==> src/rtl/fetch_stage.sv <==
// fetch_stage
// Instruction fetch front end for decode_stage. Aligned 32-bit words are read
// from instruction memory, which has a fixed 1-cycle latency. The bytes go into
// an 8-byte queue. The oldest five queue bytes are presented as a 40-bit
// instruction window together with their PC. Decode reports how many bytes the
// current instruction uses, and the queue advances by that many bytes when the
// window is accepted. Execute can redirect to any byte address. An accepted
// HALT stops fetching until reset.
//
// Ports:
//   clk, rst        single clock; synchronous active-high reset
//   imem_req        read request this cycle
//   imem_addr       word-aligned read address
//   imem_rdata      data for the previous cycle's request, little endian
//   out_valid       instruction window valid
//   out_ready       downstream accepts the window this cycle
//   instr           oldest queue byte in [39:32] ... fifth byte in [7:0]
//   pc              byte address of instr[39:32]
//   consume_len     byte length of the current instruction
//                   (0 is treated as 1; values above 5 are treated as 5)
//   halt            current instruction is HALT
//   redirect        jump taken: flush and restart at redirect_pc
//   redirect_pc     jump target, any byte alignment
//   halted          fetch stopped after an accepted HALT
module fetch_stage #(
  parameter logic [31:0] RESET_PC = 32'h0000_0000
) (
  input  logic        clk,
  input  logic        rst,
  output logic        imem_req,
  output logic [31:0] imem_addr,
  input  logic [31:0] imem_rdata,
  output logic        out_valid,
  input  logic        out_ready,
  output logic [39:0] instr,
  output logic [31:0] pc,
  input  logic [7:0]  consume_len,
  input  logic        halt,
  input  logic        redirect,
  input  logic [31:0] redirect_pc,
  output logic        halted
);

  typedef enum logic [0:0] {
    ST_RUN,
    ST_HALTED
  } state_t;

  state_t      state;
  logic [7:0]  q [8];
  logic [7:0]  q_next [8];
  logic [3:0]  count;
  logic [3:0]  count_next;
  logic [3:0]  base;
  logic [3:0]  shift_len;
  logic [3:0]  src;
  logic [3:0]  pos;
  logic [2:0]  resp_bytes;
  logic        inflight;
  logic        squash;
  logic [1:0]  drop;
  logic [31:0] fetch_addr;
  logic        accept;
  logic        resp_valid;

  assign imem_addr  = fetch_addr;
  assign halted     = (state == ST_HALTED);
  assign out_valid  = (state == ST_RUN) && (count >= 4'd5) && !redirect;
  assign accept     = out_valid && out_ready;
  assign resp_valid = inflight && !squash;

  // A request is issued only if the queue can take its four bytes. The four
  // bytes of a response still in flight are counted as already in the queue.
  // With this rule count can never pass 8.
  assign imem_req = !rst && (state == ST_RUN) && !redirect &&
                    ((count + (inflight ? 4'd4 : 4'd0)) <= 4'd4);

  // Bytes consumed this cycle: 0 when there is no accept, else the clamped length.
  always_comb begin
    if (!accept) begin
      shift_len = 4'd0;
    end else if (consume_len == 8'd0) begin
      shift_len = 4'd1;
    end else if (consume_len > 8'd5) begin
      shift_len = 4'd5;
    end else begin
      shift_len = consume_len[3:0];
    end
  end

  // First shift out the consumed bytes. Then append the response behind the
  // bytes that remain, skipping the 'drop' low bytes after a misaligned
  // redirect.
  always_comb begin
    base       = count - shift_len;
    resp_bytes = 3'd4 - {1'b0, drop};
    src        = 4'd0;
    pos        = 4'd0;
    for (int i = 0; i < 8; i++) begin
      src       = 4'(i) + shift_len;
      q_next[i] = src[3] ? 8'h00 : q[src[2:0]];
    end
    count_next = base;
    if (resp_valid) begin
      for (int k = 0; k < 4; k++) begin
        if (2'(k) >= drop) begin
          pos = base + 4'(k) - {2'b00, drop};
          if (!pos[3]) begin
            q_next[pos[2:0]] = imem_rdata[8*k +: 8];
          end
        end
      end
      count_next = base + {1'b0, resp_bytes};
    end
  end

  // Slots at or above count read as zero, so stale bytes never reach decode.
  always_comb begin
    instr = 40'd0;
    for (int i = 0; i < 5; i++) begin
      instr[39-8*i -: 8] = (4'(i) < count) ? q[i] : 8'h00;
    end
  end

  // Redirect takes priority over accept and response. A response that arrives
  // in the redirect cycle is lost because the queue is not updated.
  always_ff @(posedge clk) begin
    if (rst) begin
      state      <= ST_RUN;
      count      <= 4'd0;
      inflight   <= 1'b0;
      squash     <= 1'b0;
      drop       <= RESET_PC[1:0];
      pc         <= RESET_PC;
      fetch_addr <= {RESET_PC[31:2], 2'b00};
      for (int i = 0; i < 8; i++) begin
        q[i] <= 8'h00;
      end
    end else if (state == ST_HALTED) begin
      inflight <= 1'b0;
      squash   <= 1'b0;
    end else if (redirect) begin
      count      <= 4'd0;
      pc         <= redirect_pc;
      fetch_addr <= {redirect_pc[31:2], 2'b00};
      drop       <= redirect_pc[1:0];
      inflight   <= 1'b0;
      squash     <= 1'b1;
    end else begin
      for (int i = 0; i < 8; i++) begin
        q[i] <= q_next[i];
      end
      count    <= count_next;
      pc       <= pc + {28'd0, shift_len};
      inflight <= imem_req;
      squash   <= 1'b0;
      if (imem_req) begin
        fetch_addr <= fetch_addr + 32'd4;
      end
      if (resp_valid) begin
        drop <= 2'b00;
      end
      if (accept && halt) begin
        state <= ST_HALTED;
      end
    end
  end

endmodule
==> config.mk <==
export PLATFORM = sky130hd
export DESIGN_NAME = fetch_stage
export DESIGN_NICKNAME = d
export VERILOG_FILES = /design/src/rtl/fetch_stage.sv
export SDC_FILE = /design/constraint.sdc
export NUM_CORES = 1
export LEC_CHECK = 0
export CORE_ASPECT_RATIO = 0.5
export CORE_MARGIN = 2
export CORE_UTILIZATION = 41
export CTS_CLUSTER_DIAMETER = 50
export DETAILED_ROUTE_END_ITERATION = 8
export PLACE_DENSITY_LB_ADDON = 0.08
export SYNTH_ARGS = -nofsm -noshare
export SYNTH_HDL_FRONTEND = slang
export SYNTH_SLANG_ARGS = --single-unit
==> constraint.sdc <==
create_clock -name clk -period 20.4 [get_ports clk]
set_input_delay 4.08 -clock clk [delete_from_list [all_inputs] [get_ports clk]]
set_output_delay 4.08 -clock clk [all_outputs]
set_load 0.01 [all_outputs]
==> results.toml <==
[finish]
syn2layout_area_growth_pct = 19.6
final_nets = 1924
antenna_cells = 0
layout-drive-gt1-share_pct = 9.82

[floorplanning]
dieArea_sq_mm = 0.0351
placementRows = 47
start_util_pct = 41.6
die_h_microns = 134
pin_count = 184
die_x_microns = 263
core_area_sq_mm = 0.0330

[clock_network]
cts_made_buffers = 17
cts_buffer_depth = 2
cts_tree = "done"
cts.repair.resized = 0
htreeDepth = 4
root_buffer = "clkbuf_16"
postCtsSetupBuffers = 0
cts.sinks = 135
path_clk_slew_ps = 70
cts_hold_buf = 0
clock_latency_ps = 460

[setup_path]
worst_path_max_delay_cell = "a21oi_1"
critPathKind = "in -> reg"
arrival_ps = 11070
worstPathMaxFanout = 48
path_cells = "clkdlybuf4s50_1 > or4_4 > or4_1 > buf_4 > nand2_4 > inv_4 > ha_1 > inv_1 > fa_1 > ha_1 > ha_1 > fa_1 > nand2b_1 > a2111o_1 > a21oi_1 > nor4_1 > buf_4 > a22oi_1 > o22ai_1"
rrSetupSlack_ps = 12850
cp_common_cell = "ha_1"
slowest_delay_ps = 980
end_kind = "flop"
startpoint_type = "primary input"
crit_required_ps = 20560

[timing]
fin_tns_setup_ps = 0
slew_headroom_pct = 10.1
worst_slew_pin_slew_ps = 1340
hold_viol = 0
setup_viol = 0
timing.hold.ws_ps = 512
min_period_ps = 10910
rsz0062_at_grt = "false"
fin_skew_ps = 13.4
finalMaxSlewViolations = 0
fmax_mhz = 91.7
period_share_pct = 53.5

[routing]
drt_iter0_markers = 2273
drt_first_pass_iters = 8
drt-wirelength-per-cell_microns = 31.0
drtAntennaViolNets = 0
vias_per_cell = 7.17
vias = 16200
drc = 0
finalWirelength_microns = 70200

[global_route]
grt_pass1_vias = 15100
grt_pass1_wl_microns = 102000
grt_overflow = 0
grt_antenna_before_repair = 4
grt_max_degree = 108
grt.total_usage_pct = 39.1

[logic_synthesis]
synth_most_common_cell = "a21oi_1"
yosys.area.top_type_share_pct = 14.0
ys_warn_count = 0
synth_edf_count = 64
syn_area_per_cell_sq_um = 8.01
yosysSeqAreaShare_pct = 24.3
ys_types = 91
synth_ff_type = "dfxtp_1"
ys_top_cells_by_area = "edfxtp_1 (14%), dfxtp_1 (10%), a21oi_1 (4.7%)"
ys_seq_elements = 135
synth_top_area_cell = "edfxtp_1"
synth_common_cells = "a21oi_1 (130), nand2_1 (120), nor2_1 (119), clkbuf_1 (117), o21ai_0 (110)"
postSynthCellCount = 1719
synthArstFlopShare_pct = 0
synth_area_sq_mm = 0.0138

[hold_path]
hp-class = "reg -> reg"

[power]
peakVddDrop_v = 0.0000574
power_density_mw_per_mm2 = 59.6
p_leak_uw = 0.00577

[job]
max-cap-violations = 0

[placed_design]
dp.final_hpwl_microns = 50800
port_buffers = 181
gp_congestion = 1.04

[status]
status = "finished clean"
[cells by family after synthesis]
group	count (synthesis)	synth area share (%)
AOI/OAI and AO/OA	670	34.7
and+or+nand+nor	575	21.7
buffers and inverters	208	6.03
DFF	135	24.3
muxes	74	7.82
adders and majority gates	37	3.64
xor gates and xnor gates	19	1.81
other	1	0.0272
[state kept, by name, summed over array words and instances, names as in the netlist]
| register | cells |
|---|---|
| q | 64 |
| pc | 32 |
| imem_addr | 30 |
| count | 4 |
| drop | 2 |
| halted | 1 |
| inflight | 1 |
| squash | 1 |
[where the power goes]
part	leakage [uW]	total [uW]	switching, uW	internal [uW]
Clock	0.000280	315	150	164
Combinational	0.00420	325	205	120
Sequential	0.00129	341	32.9	308
Total	0.00577	980	388	592
[stage by stage]
stage	setup WS [ps]	instances	cell area, sq um	power, uW	utilization, %
floorplan	10610	1721	13800	516	-
global placement	9380	2232	15900	651	48.1
detailed placement	9230	2232	15900	653	48.1
CTS	9720	2264	16500	966	49.8
global route	9210	2264	16500	1010	49.8
finish	9490	2264	16500	980	49.8
[path summary, 6_finish.rpt]
path / startpoint / endpoint / depth (start not counted)
hold / removal: pc[2] / pc[2] / 2
setup / recovery: consume_len[7] / q[3][5] / 19
hold reg to reg: pc[2] / pc[2] / 2
setup reg to reg: count[3] / q[3][5] / 17
[worst max-delay path, delay by kind of cell]
kind	cells	cell delay [ps]
AOI/OAI and AO/OA	4	1740
adders and majority gates	5	1940
buffers and inverters	5	1260
and+or+nand+nor	5	2000
[cells in the final DEF, fill, tap and decap left out, types with 25 or more instances in the layout]
master	instances
a211oi_1	49
a21oi_1	129
a221o_1	28
a221oi_1	41
a22oi_1	30
and3_1	32
buf_4	46
clkdlybuf4s50_1	179
dfxtp_1	70
edfxtp_1	64
ha_1	32
inv_1	46
mux2i_1	31
mux4_2	25
nand2_1	120
nand3_1	47
nor2_1	119
nor2b_1	52
nor3_1	52
o21ai_0	108
o221ai_1	32
o22ai_1	30
o31ai_1	34
or3_1	25
[per-layer routing]
layer | GRT usage, % | share of wire, % | up-vias
met2 | 57.7 | 42 | 1212
met4 | 15.8 | 4.0 | 6
met3 | 15.8 | 14 | 205
li1 | - | - | 6958
met1 | 50.9 | 40 | 7842
met5 | 0 | 0.051 | -
[final cells by class]
cell class,count,area (sq um)
Sequential cell,135,3340
Timing Repair Buffer,226,2140
Clock buffer,18,439
Fill cell,3168,16600
Clock inverter,14,131
Multi-Input combinational cell,1378,9650
Tap cell,441,552
Inverter,52,198
Power figures use the tool's default switching activity.
